`config.mk`:
```
export PLATFORM = sky130hd
export DESIGN_NAME = hazard_ctrl
export DESIGN_NICKNAME = d
export VERILOG_FILES = /design/src/rtl/hazard_ctrl_pkg.sv /design/src/rtl/hazard_ctrl_fwd_sel.sv /design/src/rtl/hazard_ctrl.sv
export SDC_FILE = /design/constraint.sdc
export NUM_CORES = 1
export LEC_CHECK = 0
export ABC_CLOCK_PERIOD_IN_PS = 2400
export CAP_MARGIN = 20
export CORE_MARGIN = 5
export CORE_UTILIZATION = 36
export DETAILED_ROUTE_END_ITERATION = 16
export PLACE_DENSITY = 0.88
export SLEW_MARGIN = 15
export SYNTH_ARGS = -nofsm -noshare
export SYNTH_HDL_FRONTEND = slang
export SYNTH_SLANG_ARGS = --single-unit
```
`constraint.sdc`:
```
create_clock -name clk -period 2.4 [get_ports clk]
set_input_delay 0.36 -clock clk [delete_from_list [all_inputs] [get_ports clk]]
set_output_delay 0.36 -clock clk [all_outputs]
set_load 0.02 [all_outputs]
```
`src/rtl/hazard_ctrl_pkg.sv`:
```
`default_nettype none
// ============================================================================
// Module      : hazard_ctrl_pkg
// Description : Shared state encoding, forward-select codes and widths for
//               the pipeline hazard controller.
// Revision    : 1.0 - initial release
// ============================================================================
package hazard_ctrl_pkg;

    localparam int REG_AW = 5;

    typedef enum logic [1:0] {
        RUN      = 2'd0,
        LDSTALL  = 2'd1,
        REDIRECT = 2'd2
    } state_t;

    localparam logic [1:0] FWD_RF  = 2'b00;
    localparam logic [1:0] FWD_MEM = 2'b01;
    localparam logic [1:0] FWD_WB  = 2'b10;

endpackage
`default_nettype wire

```
`src/rtl/hazard_ctrl_fwd_sel.sv`:
```
`default_nettype none
// ============================================================================
// Module      : fwd_sel
// Description : Combinational ALU operand source select; MEM beats WB, $0 is
//               never forwarded.
// Revision    : 1.0 - initial release
// ============================================================================
module fwd_sel #(
    parameter int REG_AW = hazard_ctrl_pkg::REG_AW
) (
    input  logic [REG_AW-1:0] src,
    input  logic [REG_AW-1:0] rw_mem,
    input  logic              wr_mem,
    input  logic [REG_AW-1:0] rw_wb,
    input  logic              wr_wb,
    output logic [1:0]        sel
);
    import hazard_ctrl_pkg::*;

    always_comb begin
        sel = FWD_RF;
        if (wr_mem && (rw_mem != '0) && (rw_mem == src)) begin
            sel = FWD_MEM;
        end else if (wr_wb && (rw_wb != '0) && (rw_wb == src)) begin
            sel = FWD_WB;
        end
    end

endmodule
`default_nettype wire

```
`src/rtl/hazard_ctrl.sv`:
```
`default_nettype none
// ============================================================================
// Module      : hazard_ctrl
// Description : Load-use stall, redirect flush and EX operand forwarding
//               control for the five-stage pipeline. Optional statistics
//               counters are built when HAZARD_STATS_EN is defined.
// Revision    : 1.0 - initial release
// ============================================================================
module hazard_ctrl #(
    parameter int REG_AW = hazard_ctrl_pkg::REG_AW,
    parameter int CNT_W  = 32
) (
    input  logic              clk,
    input  logic              rst,
    input  logic [REG_AW-1:0] rs_id,
    input  logic [REG_AW-1:0] rt_id,
    input  logic              use_rs_id,
    input  logic              use_rt_id,
    input  logic [REG_AW-1:0] rs_ex,
    input  logic [REG_AW-1:0] rt_ex,
    input  logic [REG_AW-1:0] rw_ex,
    input  logic              Regwrite_ex,
    input  logic              MemToReg_ex,
    input  logic              taken_ex,
    output logic              stall_pc,
    output logic              stall_if_id,
    output logic              flush_if_id,
    output logic              flush_id_ex,
    output logic [1:0]        fwd_a,
    output logic [1:0]        fwd_b,
    output logic [CNT_W-1:0]  stall_cnt,
    output logic [CNT_W-1:0]  flush_cnt
);
    import hazard_ctrl_pkg::*;

    state_t            r_state;
    logic [REG_AW-1:0] r_rw_mem;
    logic [REG_AW-1:0] r_rw_wb;
    logic              r_wr_mem;
    logic              r_wr_wb;

    logic w_lu;
    logic w_taken;
    logic w_stall;

    assign w_lu = Regwrite_ex && MemToReg_ex && (rw_ex != '0) &&
                  ((use_rs_id && (rs_id == rw_ex)) ||
                   (use_rt_id && (rt_id == rw_ex)));

    // Reset masks the control outputs so rst with taken_ex is reset only.
    assign w_taken = taken_ex && !rst;
    assign w_stall = !rst && w_lu && !taken_ex && (r_state == RUN);

    assign stall_pc    = w_stall;
    assign stall_if_id = w_stall;
    assign flush_if_id = w_taken;
    assign flush_id_ex = w_taken || w_stall;

    always_ff @(posedge clk) begin
        if (rst) begin
            r_state  <= RUN;
            r_rw_mem <= '0;
            r_wr_mem <= 1'b0;
            r_rw_wb  <= '0;
            r_wr_wb  <= 1'b0;
        end else begin
            if (w_taken) begin
                r_state <= REDIRECT;
            end else if (w_stall) begin
                r_state <= LDSTALL;
            end else begin
                r_state <= RUN;
            end
            // A redirect flush also drops the EX write from the MEM shadow.
            r_rw_mem <= rw_ex;
            r_wr_mem <= Regwrite_ex && !(flush_id_ex && taken_ex);
            r_rw_wb  <= r_rw_mem;
            r_wr_wb  <= r_wr_mem;
        end
    end

    fwd_sel #(.REG_AW(REG_AW)) u_fwd_a (
        .src    (rs_ex),
        .rw_mem (r_rw_mem),
        .wr_mem (r_wr_mem),
        .rw_wb  (r_rw_wb),
        .wr_wb  (r_wr_wb),
        .sel    (fwd_a)
    );

    fwd_sel #(.REG_AW(REG_AW)) u_fwd_b (
        .src    (rt_ex),
        .rw_mem (r_rw_mem),
        .wr_mem (r_wr_mem),
        .rw_wb  (r_rw_wb),
        .wr_wb  (r_wr_wb),
        .sel    (fwd_b)
    );

`ifdef HAZARD_STATS_EN
    logic [CNT_W-1:0] r_stall_cnt;
    logic [CNT_W-1:0] r_flush_cnt;

    always_ff @(posedge clk) begin
        if (rst) begin
            r_stall_cnt <= '0;
            r_flush_cnt <= '0;
        end else begin
            if (stall_pc) begin
                r_stall_cnt <= r_stall_cnt + 1'b1;
            end
            if (flush_if_id) begin
                r_flush_cnt <= r_flush_cnt + 1'b1;
            end
        end
    end

    assign stall_cnt = r_stall_cnt;
    assign flush_cnt = r_flush_cnt;
`else
    assign stall_cnt = '0;
    assign flush_cnt = '0;
`endif

endmodule
`default_nettype wire
```
; Yosys cells after proc, flatten, opt, wreduce, memory -nomap -nowiden
; Index checks and enable logic that the tools add are counted.
[word_totals]
reg_bits = 14
latchBits = 0
ram_bits = 0
rom_bits = 0
input_bits = 32
elab_cells = 45
n_memories = 0
[classes]
addsub = 0
n_mul = 0
n_div = 0
n_lt_le_gt_ge = 0
n_eq_ne = 6
shift = 0
mux = 6
bitwise_logic = 0
n_reduce_logical = 27
[ops]
columns = cell, count
row1 = == test 5 bit, 6
row2 = logical AND 1 bit, 17
row3 = nonzero test 5 bit, 3
row4 = 2-to-1 mux 2 bit, 5
row5 = logical NOT 1 bit, 3
row6 = logical NOT 2 bit, 1
row7 = logical OR 1 bit, 2
row8 = OR reduction 2 bit, 1
row9 = 2-to-1 mux 1 bit, 1

; Longest topological paths before layout
; Gate-level depths: netlist of the first run.
[depth]
word_depth = 11
ltp_mapped = 5
ltp_nobuf = 4

; Modules after synthesis
; Synthesis of the first run repeated with hierarchy kept, for this count alone.
[unflattened]
hier_cells = 157
area_unflattened_um2 = 1330.0
[modules_own_cells]
columns = module, instances, cells_each, area_per_inst_um2
row1 = hazard_ctrl, 1, 117, 1027.2
row2 = fwd_sel, 2, 20, 151.4

; Worst setup path before layout of the first run
; Ideal clock, no wire load.
[synth_timing]
path_type = flip-flop to output port
from = register r_rw_mem[1]
to = output fwd_a[1]
t_arrival_ns = 1.668
t_required_ns = 2.040
path_slack_ns = 0.372
path_stages_with_launch = 5
path_cell_list = dfxtp_1 or4_1 o21ai_2 nor4_1 nor4_2
[synth_via]
elab_chain_len = 4
word_cells_on_any_way = 5
[synth_rtl]
columns = item, line_no
row1 = "start, declared", hazard_ctrl.sv:37  ; logic [REG_AW-1:0] r_rw_mem;
row2 = "start signal, assigned", hazard_ctrl.sv:75  ; r_rw_mem <= rw_ex;
row3 = nonzero test 5 bit, hazard_ctrl_fwd_sel.sv:22  ; if (wr_mem && (rw_mem != '0) && (rw_mem == src)) begin
row4 = logical AND 1 bit, hazard_ctrl_fwd_sel.sv:22
row5 = logical AND 1 bit (*), hazard_ctrl_fwd_sel.sv:22
row6 = 2-to-1 mux 2 bit (*), hazard_ctrl_fwd_sel.sv:22
row7 = "end, declared", hazard_ctrl.sv:29  ; output logic [1:0] fwd_a,
; Every way passes the cells marked *; elsewhere a longest branch is shown, timed or not.

; Final worst setup path of the first run
; Same ends and word-level chain as after synthesis.

==> out/qor.txt, run 1 <==
Status -> finished, final reports clean
Leading area contributor after synthesis -> buf_4
Total Routing Usage GR -> 10.1%
Max-Cap Viols -> 0
Mapped Area -> 0.00128 mm2
Layout cells sized above 1 -> 15.3%
Die Span Y -> 69.7 um
DR WL/cell -> 10.0 um
Total CTS buffers -> 3
CTS Root Cell -> clkbuf_4
Peak Freq -> 434 MHz
Synth Instances -> 149
FFs w/ async S/R, synth -> 0%
Crit Path Max Fanout -> 2
Final RePlAce weighted congestion -> 0.825
Cell family with most CP delay -> simple AND/OR/NAND/NOR gates
Fin crit share -> 96.1%
Placeable Area -> 0.00339 mm2
First-pass GRT wire length -> 4060 um
Hold_ws -> 481 ps
Post-cts resize count -> 15
Sequential area share after synthesis -> 21.8%
Final Hold Viols -> 0
Lkg Pwr -> 0.790 nW
VDD IR max -> 282 uV
Ports -> 104
CP startpoint kind -> register
HPWL Detailed -> 2310 um
Routed vias/inst -> 3.71
DRT Pass-1 Iters -> 2
Commonest cells post-synth -> buf_4, xor2_1, dfxtp_1, nor2b_1, xnor2_1
CTS tree -> built
Vias -> 945
Drt total wl -> 2560 um
Port Buf Inserts -> 39
Ordered list of cells on the worst path -> or4_1 -> o21ai_2 -> nor4_1 -> buf_4 -> nor4_2 -> buf_2
1st-iter DRT viols -> 11
Number of enable flip-flop cells after synthesis -> 0
Post-Route Skew -> 0.603 ps
Clock buffer depth -> 2
Slowest cell delay on critical path -> 530 ps
CP max-delay cell -> or4_1
Largest cells by area after synthesis -> buf_4, dfxtp_1, xor2_1
CP Data Arrival Time -> 1950 ps
Share of the synthesized area in the top cell type -> 38.0%
Die W -> 69.7 um
CP Data Required Time -> 2040 ps
Yosys warning count -> 0
CP endpoint kind -> primary output
Largest net degree at the start of global routing -> 14
Area growth syn-to-layout -> 27.4%
Row cnt -> 21
Fin nets -> 242
# clock sinks -> 14
Critical setup path kind -> reg2out
# diodes -> 0
Remaining routing DRC violations -> 0
RSZ-0062 raised after global routing -> false
Setup repair bufs after CTS -> 0
Power density cells -> 402 mW/mm2
Post-synth cell types -> 21
Final setup viols -> 0
Worst-path clk slew -> 80 ps
Slew Limit Fails -> 0
Overall Power -> 0.657 mW
Initial antenna violation count -> 0
Critical path buffers and inverters -> 2
Vias in the first global route -> 937
Top-count cell post-synth -> buf_4
Hold Path Class -> reg2reg
Skew-Pair Late Insertion Delay -> 280 ps
Flops & latches, synth -> 14
# hold bufs at CTS -> 0
Primary FF master, synth -> dfxtp_1
Tmin final -> 2310 ps
CTS H-tree lvls -> 1
Congestion Overflow GR -> 0
Die area -> 0.00486 mm2
Detail Route Antenna Nets -> 0
Syn avg cell area -> 8.62 um2
Initial Util -> 37.9%
==> through the flow <==
stage | setup TNS [ps] | cell area (um2) | setup WS (ps) | util [%] | std cells
2_1_floorplan | 0 | 1520 | 372 | - | 212
3_3_place_gp | -1230 | 1630 | -203 | 48.0 | 251
3_5_place_dp | -1570 | 1630 | -274 | 48.0 | 251
4_1_cts | 0 | 1650 | 13.5 | 48.6 | 255
5_1_grt | 0 | 1640 | 25.2 | 48.2 | 255
6_report | 0 | 1640 | 93.8 | 48.2 | 255
==> final cells by class <==
cell class | instances | area, um2
Tap cell | 46 | 57.6
Clock buffer | 4 | 36.3
Multi-Input combinational cell | 132 | 748
Sequential cell | 14 | 280
Fill cell | 354 | 1750
Timing Repair Buffer | 59 | 513
==> cells in the final DEF (no fill, tap or decap), drive strengths merged <==
cell	count
clkbuf	7
nand3	2
nor4	6
xor2	22
dfxtp	14
a32oi	1
nor2b	13
and2	1
nor3	1
nor2	4
or4	4
dlygate4sd2	2
nand4	1
nand2	1
o21bai	1
conb	64
o21ai	2
clkdlybuf4s50	32
xnor2	8
nor3b	1
buf	22
==> path summary, 6_finish.rpt <==
| kind | from | end | slack, ps | cells past startpoint |
|---|---|---|---|---|
| hold / removal | r_wr_mem | r_wr_wb | 480 | 1 |
| setup / recovery | r_rw_mem[1] | fwd_a[1] | 90 | 6 |
| hold reg to reg | r_wr_mem | r_wr_wb | 480 | 1 |
| setup reg to reg | r_state[1] | r_state[0] | 1660 | 3 |
==> cells by family (layout without fill, tap and decap cells) <==
family	after synthesis	count (layout)	synth area share, %
other	1	64	0.292
AO/OA/AOI/OAI	4	4	2.34
buffers and inverters	66	63	38.3
XOR/XNOR	30	30	20.5
AND/OR/NAND/NOR	34	34	16.8
flip-flops	14	14	21.8
==> state kept, by name (all words and copies together) (netlist names) <==
register and flops:
r_rw_wb 5, r_rw_mem 5, r_state 2, r_wr_mem 1, r_wr_wb 1
==> per-layer routing <==
| metal | up-vias | wire length (um) | GRT usage [%] |
|---|---|---|---|
| met5 | - | 0 | 0 |
| met4 | 0 | 28 | 3.19 |
| met3 | 5 | 377 | 5.22 |
| met2 | 62 | 1310 | 18.8 |
| met1 | 406 | 835 | 9.56 |
| li1 | 472 | - | - |
==> where the power goes <==
part,internal [mW],switching [mW],leakage [nW],total (mW)
Clock,0.0923,0.0727,0.0210,0.165
Combinational,0.0984,0.144,0.654,0.242
Sequential,0.242,0.00766,0.115,0.250
Total,0.433,0.224,0.790,0.657
No activity file was read; power rests on OpenSTA's default activity.
==> run 2, diff against run 1 <==
Settings changed: MAX_ROUTING_LAYER set to met4.
==> run 2 against run 1 <==
Utilization did not move. Sequential cell count did not move. Final cell count did not move. Wire length barely moved. Via count fell by 0.21%. Global-route usage rose by 0.28 points. Register-to-register slack barely moved. Non-clock buffer count did not move. Cell area did not move. Power barely moved. Hold slack did not move. Critical path depth did not move. Critical endpoint unchanged. Highest routed layer unchanged.
==> out/qor.txt, run 2 (synthesis results as in run 1) <==
Setup TNS -> 0 ps
CP Data Arrival Time -> 1950 ps
CTS tree -> built
RR Startpoint -> r_state[1]
Slew Limit Fails -> 0
VDD IR max -> 282 uV
Lkg Pwr -> 0.790 nW
WHS Path Cells -> 1
Congestion Overflow GR -> 0
Core Util, Final -> 48.2%
Most common cell after layout, fill and taps aside -> conb_1
Ports -> 104
Reg2reg path depth -> 3
Hold Path Class -> reg2reg
Worst hold start -> r_wr_mem
# clock sinks -> 14
Detail Route Antenna Nets -> 0
Pre-CTS WS -> -274 ps
Drt total wl -> 2560 um
Peak Freq -> 434 MHz
Worst-path clk slew -> 80 ps
Row cnt -> 21
R2R setup slack -> 1660 ps
CTS H-tree lvls -> 1
FF-to-FF End -> r_state[0]
Tmin final -> 2310 ps
Die Span Y -> 69.7 um
DR WL/cell -> 10.0 um
Final RePlAce weighted congestion -> 0.837
Port Buf Inserts -> 39
Hold worst-path end -> r_wr_wb
HPWL Detailed -> 2310 um
Regs by FF count -> r_rw_mem (5), r_rw_wb (5), r_state (2)
Initial antenna violation count -> 0
Layout cells sized above 1 -> 15.3%
Fin crit share -> 96.1%
Post-route setup slack -> 93.9 ps
Cell family with most CP delay -> simple AND/OR/NAND/NOR gates
Status -> finished, final reports clean
# hold bufs at CTS -> 0
RSZ-0062 raised after global routing -> false
Initial Util -> 37.9%
Skew-Pair Late Insertion Delay -> 280 ps
Die W -> 69.7 um
Final setup viols -> 0
Most frequent cells in the layout -> conb_1, clkdlybuf4s50_1, xor2_1, buf_4, dfxtp_1
Fin nets -> 242
Area growth syn-to-layout -> 27.4%
CP max-delay cell -> or4_1
Total CTS buffers -> 3
Overall Power -> 0.657 mW
CP Depth -> 6
1st-iter DRT viols -> 10
Placeable Area -> 0.00339 mm2
Clock buffer depth -> 2
Critical setup path kind -> reg2out
Setup repair bufs after CTS -> 0
Largest net degree at the start of global routing -> 14
Multi-input logic area -> 748 um2
Post-Route Skew -> 0.603 ps
Number of fill cells -> 354
Remaining routing DRC violations -> 0
First-pass GRT wire length -> 4060 um
Ordered list of cells on the worst path -> or4_1 -> o21ai_2 -> nor4_1 -> buf_4 -> nor4_2 -> buf_2
# diodes -> 0
Vias -> 943
Max-Cap Viols -> 0
Die area -> 0.00486 mm2
Power density cells -> 402 mW/mm2
Total Routing Usage GR -> 10.4%
CTS Root Cell -> clkbuf_4
CP Data Required Time -> 2040 ps
Reg area -> 280 um2
Routed vias/inst -> 3.70
Vias in the first global route -> 937
Crit Path Max Fanout -> 2
CP endpoint kind -> primary output
CP startpoint kind -> register
DRT Pass-1 Iters -> 2
Critical path buffers and inverters -> 2
Final Hold Viols -> 0
Slowest cell delay on critical path -> 530 ps
run 2: worst reg2reg max path, cell delays in order (launching register included):
cell     delay, ps
dfxtp_1        310
nor2_1          90
nand4_1        150
nor2_1         130
run 2: worst max-delay path by stage:
stage                     start          end
detailed placement     rw_ex[4]  flush_id_ex
global route           rt_ex[4]     fwd_b[0]
floorplan           r_rw_mem[1]     fwd_a[1]
CTS                    rw_ex[4]  flush_id_ex
finish              r_rw_mem[1]     fwd_a[1]
global placement       rs_ex[4]     fwd_a[1]
run 2: routing by layer:
metal  track usage, %  wire [um]
met1             10.2        898
met2             18.8       1320
met3             4.06        311
met4             3.19         28
met5                -          0
run 2: area by class of cell:
type	instances	share of cell area [%]
Multi-Input combinational cell	132	45.8
Timing Repair Buffer	59	31.4
Sequential cell	14	17.1
Tap cell	46	3.52
Clock buffer	4	2.22
run 2: repair_timing:
| item | 4_1_cts | 5_1_grt |
|---|---|---|
| resized for setup | 15 | 6 |
| endpoints found under the setup margin | 7 | 3 |
| pin swaps | 0 | 0 |
run 2: power breakdown:
part	internal, mW	switching (mW)
Combinational	0.0984	0.144
Sequential	0.242	0.00766
Clock	0.0923	0.0726
run 2: per-stage QoR:
step	cell area (um2)	hold WS [ps]	instances
detailed placement	1630	471	251
finish	1640	481	255
floorplan	1520	432	212
global placement	1630	467	251
CTS	1650	483	255
global route	1640	507	255
